[src/rtl/capture_pkg.sv]
// Shared types and widths for the capture line reader.
package capture_pkg;

   localparam int WORD_W         = 32;
   localparam int BYTE_W         = 8;
   localparam int BYTES_PER_WORD = 4;
   localparam int LANE_W         = $clog2(BYTES_PER_WORD);
   localparam int LINE_CNT_W     = 16;
   localparam int BYTE_CNT_W     = 16;
   localparam int LAT_CNT_W      = 2;

   typedef enum logic [2:0] {
      ST_IDLE      = 3'd0,
      ST_ARM       = 3'd1,
      ST_WAIT_LINE = 3'd2,
      ST_REQ       = 3'd3,
      ST_LAT       = 3'd4,
      ST_PACK      = 3'd5,
      ST_PUSH      = 3'd6,
      ST_STOP      = 3'd7
   } capture_state_t;

   // A new line showing up in any of these states arrives before the
   // previous one has been fully handed downstream.
   function automatic logic is_overrun_state(capture_state_t s);
      return (s != ST_IDLE) && (s != ST_WAIT_LINE);
   endfunction

endpackage

[src/rtl/capture_byte_packer.sv]
// Collects bytes into one output word; lanes never written stay zero
// because the word is cleared whenever it is accepted downstream.
module capture_byte_packer
   import capture_pkg::*;
(
   input  logic              clk,
   input  logic              resetN,
   input  logic              i_clear,
   input  logic              i_load,
   input  logic [LANE_W-1:0] i_lane,
   input  logic [BYTE_W-1:0] i_byte,
   output logic [WORD_W-1:0] o_word
);

   logic [WORD_W-1:0] r_word;

   // Clear has priority so an accepted word never leaks into the next group.
   always_ff @(posedge clk or negedge resetN) begin
      if (!resetN) begin
         r_word <= '0;
      end else if (i_clear) begin
         r_word <= '0;
      end else if (i_load) begin
         for (int i = 0; i < BYTES_PER_WORD; i++) begin
            if (i_lane == LANE_W'(i)) begin
               r_word[i*BYTE_W +: BYTE_W] <= i_byte;
            end
         end
      end
   end

   assign o_word = r_word;

endmodule

[src/rtl/capture_line_reader.sv]
// Host-side reader for the image-capture manager: arms it, drains each
// captured line byte by byte and streams the bytes out as 32-bit words.
//
// state     | meaning
// ----------+---------------------------------------------------------
// IDLE      | waiting for a fresh rising edge on enable
// ARM       | start pulse; clear overrun, line and byte counters
// WAIT_LINE | waiting for lineCaptured; leaves for STOP if enable low
// REQ       | getData pulse, latency counter loaded
// LAT       | waiting for the requested byte, samples it on terminal count
// PACK      | advance byte lane/count, decide whether a word is complete
// PUSH      | word presented on outWord/outValid until outReady
// STOP      | stop pulse, then back to IDLE
module capture_line_reader
   import capture_pkg::*;
#(
   parameter int LINE_BYTES   = 640,
   parameter int DATA_LATENCY = 1
)(
   input  logic                  clk,
   input  logic                  resetN,
   input  logic                  enable,
   input  logic [WORD_W-1:0]     configIn,
   output logic                  start,
   output logic                  stop,
   output logic [WORD_W-1:0]     configuration,
   input  logic                  lineCaptured,
   output logic                  getData,
   input  logic [BYTE_W-1:0]     data,
   output logic [WORD_W-1:0]     outWord,
   output logic                  outValid,
   input  logic                  outReady,
   output logic                  outLast,
   output logic [LINE_CNT_W-1:0] lineCount,
   output logic                  busy,
   output logic                  overrun
);

   localparam logic [BYTE_CNT_W-1:0] LP_LINE_BYTES = BYTE_CNT_W'(LINE_BYTES);
   localparam logic [LAT_CNT_W-1:0]  LP_LAT_LOAD   = LAT_CNT_W'(DATA_LATENCY - 1);

   capture_state_t          r_state;
   capture_state_t          w_state_nxt;

   logic                    r_enable_d;
   logic                    r_lc_d;
   logic [WORD_W-1:0]       r_config;
   logic [LAT_CNT_W-1:0]    r_lat_cnt;
   logic [BYTE_CNT_W-1:0]   r_byte_cnt;
   logic [LANE_W-1:0]       r_byte_idx;
   logic [LINE_CNT_W-1:0]   r_line_cnt;
   logic                    r_overrun;

   logic                    w_enable_rise;
   logic                    w_lc_rise;
   logic                    w_lat_done;
   logic [BYTE_CNT_W-1:0]   w_byte_cnt_inc;
   logic                    w_word_full;
   logic                    w_line_end;
   logic                    w_last;
   logic                    w_accept;
   logic                    w_pk_load;
   logic                    w_pk_clear;
   logic [WORD_W-1:0]       w_pk_word;

   assign w_enable_rise  = enable & ~r_enable_d;
   assign w_lc_rise      = lineCaptured & ~r_lc_d;
   assign w_lat_done     = (r_lat_cnt == '0);
   assign w_byte_cnt_inc = r_byte_cnt + BYTE_CNT_W'(1);
   assign w_word_full    = (r_byte_idx == LANE_W'(BYTES_PER_WORD - 1));
   assign w_line_end     = (w_byte_cnt_inc == LP_LINE_BYTES);
   // In PUSH the byte counter already includes every byte of the word.
   assign w_last         = (r_byte_cnt == LP_LINE_BYTES);

   // State register.
   always_ff @(posedge clk or negedge resetN) begin
      if (!resetN) begin
         r_state <= ST_IDLE;
      end else begin
         r_state <= w_state_nxt;
      end
   end

   // Next-state decode and state-derived outputs.
   always_comb begin
      w_state_nxt = r_state;
      start       = 1'b0;
      stop        = 1'b0;
      getData     = 1'b0;
      outValid    = 1'b0;
      outLast     = 1'b0;
      busy        = 1'b1;
      w_accept    = 1'b0;
      w_pk_load   = 1'b0;
      w_pk_clear  = 1'b0;
      case (r_state)
         ST_IDLE: begin
            busy = 1'b0;
            if (w_enable_rise) begin
               w_state_nxt = ST_ARM;
            end
         end
         ST_ARM: begin
            start       = 1'b1;
            w_pk_clear  = 1'b1;
            w_state_nxt = ST_WAIT_LINE;
         end
         ST_WAIT_LINE: begin
            if (!enable) begin
               w_state_nxt = ST_STOP;
            end else if (lineCaptured) begin
               w_state_nxt = ST_REQ;
            end
         end
         ST_REQ: begin
            getData     = 1'b1;
            w_state_nxt = ST_LAT;
         end
         ST_LAT: begin
            if (w_lat_done) begin
               w_pk_load   = 1'b1;
               w_state_nxt = ST_PACK;
            end
         end
         ST_PACK: begin
            if (w_word_full || w_line_end) begin
               w_state_nxt = ST_PUSH;
            end else begin
               w_state_nxt = ST_REQ;
            end
         end
         ST_PUSH: begin
            outValid = 1'b1;
            outLast  = w_last;
            if (outReady) begin
               w_accept    = 1'b1;
               w_pk_clear  = 1'b1;
               w_state_nxt = w_last ? ST_WAIT_LINE : ST_REQ;
            end
         end
         ST_STOP: begin
            stop        = 1'b1;
            w_state_nxt = ST_IDLE;
         end
         default: begin
            w_state_nxt = ST_IDLE;
         end
      endcase
   end

   // Previous-cycle copies of enable and lineCaptured for edge detection.
   always_ff @(posedge clk or negedge resetN) begin
      if (!resetN) begin
         r_enable_d <= 1'b0;
         r_lc_d     <= 1'b0;
      end else begin
         r_enable_d <= enable;
         r_lc_d     <= lineCaptured;
      end
   end

   // Configuration is captured only on the edge that starts a session.
   always_ff @(posedge clk or negedge resetN) begin
      if (!resetN) begin
         r_config <= '0;
      end else if ((r_state == ST_IDLE) && w_enable_rise) begin
         r_config <= configIn;
      end
   end

   // Down-counter spacing getData and the data sample.
   always_ff @(posedge clk or negedge resetN) begin
      if (!resetN) begin
         r_lat_cnt <= '0;
      end else if (r_state == ST_REQ) begin
         r_lat_cnt <= LP_LAT_LOAD;
      end else if ((r_state == ST_LAT) && !w_lat_done) begin
         r_lat_cnt <= r_lat_cnt - LAT_CNT_W'(1);
      end
   end

   // Byte position within the line and lane within the current word.
   always_ff @(posedge clk or negedge resetN) begin
      if (!resetN) begin
         r_byte_cnt <= '0;
         r_byte_idx <= '0;
      end else if (r_state == ST_ARM) begin
         r_byte_cnt <= '0;
         r_byte_idx <= '0;
      end else if (r_state == ST_PACK) begin
         r_byte_cnt <= w_byte_cnt_inc;
         r_byte_idx <= r_byte_idx + LANE_W'(1);
      end else if (w_accept && w_last) begin
         r_byte_cnt <= '0;
         r_byte_idx <= '0;
      end
   end

   // Lines fully handed downstream since the last start.
   always_ff @(posedge clk or negedge resetN) begin
      if (!resetN) begin
         r_line_cnt <= '0;
      end else if (r_state == ST_ARM) begin
         r_line_cnt <= '0;
      end else if (w_accept && w_last) begin
         r_line_cnt <= r_line_cnt + LINE_CNT_W'(1);
      end
   end

   // Sticky overrun flag; the line in progress is not disturbed by it.
   always_ff @(posedge clk or negedge resetN) begin
      if (!resetN) begin
         r_overrun <= 1'b0;
      end else if (r_state == ST_ARM) begin
         r_overrun <= 1'b0;
      end else if (w_lc_rise && is_overrun_state(r_state)) begin
         r_overrun <= 1'b1;
      end
   end

   capture_byte_packer u_packer (
      .clk     (clk),
      .resetN  (resetN),
      .i_clear (w_pk_clear),
      .i_load  (w_pk_load),
      .i_lane  (r_byte_idx),
      .i_byte  (data),
      .o_word  (w_pk_word)
   );

   assign configuration = r_config;
   assign outWord       = w_pk_word;
   assign lineCount     = r_line_cnt;
   assign overrun       = r_overrun;

endmodule
[config.mk]
export PLATFORM = sky130hd
export DESIGN_NAME = capture_line_reader
export DESIGN_NICKNAME = d
export VERILOG_FILES = /design/src/rtl/capture_pkg.sv /design/src/rtl/capture_byte_packer.sv /design/src/rtl/capture_line_reader.sv
export SDC_FILE = /design/constraint.sdc
export NUM_CORES = 1
export LEC_CHECK = 0
export CORE_MARGIN = 2
export CORE_UTILIZATION = 45
export CTS_CLUSTER_SIZE = 20
export DETAILED_ROUTE_END_ITERATION = 16
export PLACE_DENSITY = 0.75
export SETUP_SLACK_MARGIN = 0.5
export SYNTH_ARGS = -nofsm -noshare
export SYNTH_HDL_FRONTEND = slang
export SYNTH_SLANG_ARGS = --single-unit
[constraint.sdc]
create_clock -name clk -period 2.35 [get_ports clk]
set_input_delay 0.705 -clock clk [delete_from_list [all_inputs] [get_ports clk]]
set_output_delay 0.705 -clock clk [all_outputs]
set_load 0.01 [all_outputs]
* Yosys cells after proc, flatten, opt, wreduce, memory -nomap -nowiden
Cells that the tools add are included.
** Cells by class
- $add $sub $neg :: 4
- Equality and inequality tests :: 17
- Muxes and demuxes :: 37
- Bitwise gates (word level) :: 4
- Reduce and logical (&&, ||, !) cells :: 25
** Operators with widths (count)
- 16-bit two-way mux :: 5
- 32-bit two-way mux :: 2
- 16-bit by 1-bit adder with 16-bit output, second input constant :: 2
- 16-bit by 10-bit equality test with 1-bit output, second input constant :: 2
- 8-bit two-way mux :: 4
- 3-bit case mux with 8 select lines :: 1
- 3-bit two-way mux :: 6
- 2-bit nonzero test :: 8
- 1-bit two-way mux :: 13
- 3-bit equality test, second input constant :: 4
- 2-bit two-way mux :: 5
- 2-bit AND reduction :: 4
- 3-bit by 2-bit equality test with 1-bit output, second input constant :: 2
- 2-bit != test, second input constant :: 3
- 3-bit nonzero test :: 2
- 1-bit logical AND :: 5
- 2-bit equality test, second input constant :: 2
- 2-bit logical NOT :: 2
- 4-bit AND reduction :: 1
- 3-bit by 1-bit equality test with 1-bit output, second input constant :: 1
- 3-bit logical NOT :: 1
- 3-bit by 2-bit != test with 1-bit output, second input constant :: 1
- 3-bit != test, second input constant :: 1
- 2-bit by 1-bit adder with 2-bit output, second input constant :: 1
- 7 further kinds :: 9
** Storage, ports and cells
- Bits in registers :: 106
- Output and inout bits :: 87
- Word-level logic and storage cells :: 100

* Logic depth before layout (Yosys ltp)
- Word-level depth :: 6
- Gate-level depth with buffers :: 10
- Gate-level depth less buffers :: 7

* Modules after synthesis
Synthesis repeated with hierarchy kept, for this count alone.
** Unflattened totals
- Cell total of the unflattened synthesis :: 477
- Area total of the unflattened synthesis :: 5226.3 um2
** By module, submodules not included
- capture_line_reader :: times used 1, cells each 362, area each 3788.6 um2, seq. area each 1851.8 um2
- capture_byte_packer :: times used 1, cells each 115, area each 1437.6 um2, seq. area each 800.8 um2

* Worst setup path before layout
Ideal clock, no wire load.
- Kind :: flip-flop to flip-flop
- Start point :: reg r_state[0]
- End point :: reg r_line_cnt[15], in the netlist lineCount[15]
- Data arrival time :: 2.068 ns
- Data required time :: 2.210 ns
- Slack :: 0.142 ns
- Stages on the path, launching flop included :: 10
- Period minus slack after synthesis :: 2.208 ns
- Path through :: dfrtp_1 > inv_1 > ha_1 > and2_1 > and4_1 > clkbuf_1 > nand4_1 > buf_2 > o311ai_0 > o41ai_1
** Between the ends
- Cells in the longest elaborated chain, start to end :: 4
- Elaborated cells on any way between the ends :: 6
- Those cells by class :: 2 x eq/ne; 2 x mux; 2 x reduce/logical
** RTL lines
- start, declared :: RTL line capture_line_reader.sv:42 : capture_state_t r_state;
- start signal, assigned :: RTL line capture_line_reader.sv:80 : r_state <= w_state_nxt;
- 3-bit equality test :: RTL line capture_line_reader.sv:96 : case (r_state)
- 1-bit two-way mux :: RTL line capture_line_reader.sv:96
- 1-bit logical AND :: RTL line capture_line_reader.sv:205 : end else if (w_accept && w_last) begin
- 2-bit nonzero test (no line)
- end signal, assigned :: RTL line capture_line_reader.sv:206 : r_line_cnt <= r_line_cnt + LINE_CNT_W'(1);
- end, declared :: RTL line capture_line_reader.sv:51 : logic [LINE_CNT_W-1:0] r_line_cnt;
Several ways; a longest one is shown, not always the timed one.
A chain may end at the register's enable or synchronous reset.

* Worst setup path in the final report
- Start point :: reg r_byte_cnt[6]
- End point :: out outLast
** Between the ends
- Cells in the longest elaborated chain, start to end :: 2
** RTL lines
- start, declared :: RTL line capture_line_reader.sv:49 : logic [BYTE_CNT_W-1:0] r_byte_cnt;
- start signal, assigned :: RTL line capture_line_reader.sv:191 : r_byte_cnt <= w_byte_cnt_inc;
- 16-bit by 10-bit equality test with 1-bit output :: RTL line capture_line_reader.sv:73 : assign w_last = (r_byte_cnt == LP_LINE_BYTES);
- 1-bit two-way mux :: RTL line capture_line_reader.sv:96
- end, declared :: RTL line capture_line_reader.sv:33 : output logic outLast,
Every way passes these cells.

==> metrics <==
DR vias 4739; unique cell type count in the Yosys netlist 50; First-pass DRT Iterations 5; Mapped Nets 567; Synth top area share 52.0%; largest cells by area after synthesis dfrtp_1 52%, mux2_2 7.3%, nand2_1 6.9%; Critical Path RT 1.64 ns; Worst-Skew Late Latency 0.36 ns; Die Area 12200 um2; ys async rst share 100%; Final setup viols 4; crit-path max FO 2; DRT antenna net count 0; Worst setup SP type flop; Post-synth EDFFs 0; Synth-to-Final Area Change 57.9%; Starting Density 46.6%; fraction of layout cells with a size suffix above 1 31.1%; grt total ovfl 0; die height 110 um; Leak approximately 0.0038 uW; CTS root buf clkbuf_16; fin cells roughly 840; Cells after Synth 509; sinks on the clock net 106; Max-Cap Viols 0; Arr. time, crit path 1.71 ns; Die Wd 110 um; Power Dens Cells between 900 and 1000 nW/um2; All-Layer GR Usage 23.5%; IO buf count 131; hold_buf cts 0; CTS tree built; leading area contributor after synthesis dfrtp_1; clock tree buffer depth 2; clk_skew 0.00620 ns; TNS Setup -0.148 ns; Final period util 103%; first-pass GRT wire length 23500 um; status complete, but fails checks; Cell Area, Placed around 7000 um2; routability cong. between 0.8 and 0.9; Non-Filler Cell Area, Final 8050 um2; HPWL after DPL 9560 um; Crit Path Category flop to output port; fmax 0.414 GHz; Ports 132; WL/cell 18.4 um; max-slew violations 0; vias in the first global route 4633; vias per cell 5.61; initial antenna violation count 0; nets@finish 757; clock slew at reported path FFs 0.07 ns; most frequent cell after synthesis dfrtp_1; Synth Warn # 0; total CTS buffers 9; crit path time final 2.42 ns; largest net degree at the start of global routing 45; slew at the pin closest to its max-slew limit 0.518 ns; ant diodes 0; failing checks negative setup slack; Total Wirelength 15500 um; Max IR drop VDD 0.539 mV; final hold violation count 0; post-synthesis cell area 5100 um2; most instantiated cells after synthesis 106 x dfrtp_1, 94 x nand2_1, 36 x a21oi_1; post-synthesis register bit count 106; 1st-iter DRT viols 355; pre-CTS WS -0.156 ns; H-tree Lvls 3; RSZ-0062 raised after global routing true; slew margin rel. 65.2%; Seq/Total Area, Yosys 52.0%; row cnt 38; Post-synth top flop dfrtp_1; crit end category output port; worst setup margin -0.0653 ns; Cells after DPL 787; min-delay worst type input port to asynchronous set/reset pin; CORE AREA 10900 um2; synthesized area per cell around 10 um2; DRC viols 0; worst hold slack 0.308 ns
[cells in the final DEF, fill, tap and decap left out, types with 3 or more instances in the layout]
| master | netlist | routed |
|---|---|---|
| a211oi_1 | 4 | 4 |
| a21oi_1 | 36 | 36 |
| a31oi_1 | 4 | 4 |
| and2_4 | 0 | 7 |
| and3_1 | 4 | 3 |
| buf_12 | 0 | 4 |
| buf_4 | 1 | 56 |
| buf_6 | 2 | 23 |
| clkbuf_16 | 0 | 10 |
| clkdlybuf4s50_1 | 0 | 41 |
| clkinv_4 | 0 | 3 |
| dfrtp_1 | 106 | 104 |
| dlygate4sd2_1 | 0 | 83 |
| ha_1 | 13 | 9 |
| ha_4 | 0 | 4 |
| inv_1 | 18 | 15 |
| mux2_4 | 0 | 33 |
| nand2_1 | 94 | 85 |
| nand2_2 | 0 | 5 |
| nand2_4 | 0 | 4 |
| nand2b_1 | 9 | 7 |
| nand3_1 | 15 | 11 |
| nand3_2 | 0 | 4 |
| nand4_1 | 8 | 8 |
| nor2_1 | 20 | 16 |
| nor3_1 | 8 | 7 |
| o211ai_1 | 9 | 9 |
| o21ai_0 | 19 | 3 |
| o21ai_1 | 0 | 8 |
| o21ai_2 | 0 | 7 |
| o311ai_4 | 0 | 4 |
| o31ai_1 | 12 | 3 |
| o31ai_2 | 0 | 3 |
| o31ai_4 | 0 | 6 |
| o41ai_2 | 0 | 6 |
| or4_1 | 6 | 3 |
| or4_4 | 0 | 3 |
| xnor2_1 | 6 | 4 |
[critical path: stages, from the launching register on]
cell and delay (ns):
dfrtp_1 0.39, or4b_4 0.58, nor2_4 0.12, nand3_2 0.07, nor2_2 0.08, buf_2 0.13
[state kept, by name, summed over array words and instances, names as in the netlist]
signal / count
configuration: 32
u_packer.o_word: 32
lineCount: 16
r_byte_cnt: 16
r_state: 3
r_byte_idx: 2
r_lat_cnt: 2
overrun: 1
r_enable_d: 1
r_lc_d: 1
[power by group]
group / internal (uW) / switching, uW / leakage (uW)
Sequential: 2220 / 250 / 0.00140
Combinational: 1750 / 1610 / 0.00226
Clock: 746 / 736 / 0.000142
[layer usage]
metal / up-vias / part of all wire (%) / GRT usage [%]
met5: - / 0 / 0
met2: 162 / 51 / 40.8
met1: 2354 / 42 / 29.6
li1: 2193 / - / -
met3: 30 / 4.7 / 3.84
met4: 0 / 2.1 / 8.92
[metrics by stage]
step,utilization (%),total power [uW]
detailed placement,62.4,5120
finish,73.6,7310
floorplan,-,3780
global placement,62.4,5040
CTS,68.4,6710
global route,73.6,7690
[repair_timing]
item	CTS	global route
cloned	4	0
setup buffers	20	17
gates resized for setup	178	112
setup endpoints to repair	129	75
pin swaps	11	26
[path summary, 6_finish.rpt]
kind | start | end | slack, ns | cells after the start
setup reg to reg | r_byte_cnt[6]$_DFFE_PN0P_ | lineCount[7]$_DFFE_PN0P_ | -0.06 | 7
min in group clk | configuration[24]$_DFFE_PN0P_ | configuration[24]$_DFFE_PN0P_ | 0.51 | 1
max in group asynchronous | resetN | r_byte_cnt[11]$_DFFE_PN0P_ | 1.38 | 2
setup / recovery | r_byte_cnt[6]$_DFFE_PN0P_ | outLast | -0.07 | 5
hold / removal | resetN | lineCount[9]$_DFFE_PN0P_ | 0.31 | 1
hold reg to reg | configuration[24]$_DFFE_PN0P_ | configuration[24]$_DFFE_PN0P_ | 0.51 | 1
[logic make-up (layout without fill, tap and decap cells)]
family | Yosys count | count (layout) | share of synthesized area, %
compound gates | 108 | 108 | 13.6
xor+xnor | 7 | 7 | 1.20
fa+ha+maj | 13 | 13 | 3.19
buf+inv | 50 | 244 | 4.15
flops | 106 | 106 | 52.0
mux | 35 | 35 | 7.68
simple gates | 190 | 191 | 18.1
[area by class of cell]
| type | count | area [um2] |
|---|---|---|
| repair buffers | 210 | 1940 |
| fillers | 733 | 2890 |
| multi-input cells | 354 | 2910 |
| well taps | 140 | 175 |
| clock buffers | 10 | 229 |
| inverters | 18 | 72.6 |
| clock inverters | 6 | 62.6 |
| flip-flops and latches | 106 | 2660 |
No activity file was read; power rests on OpenSTA's default activity.
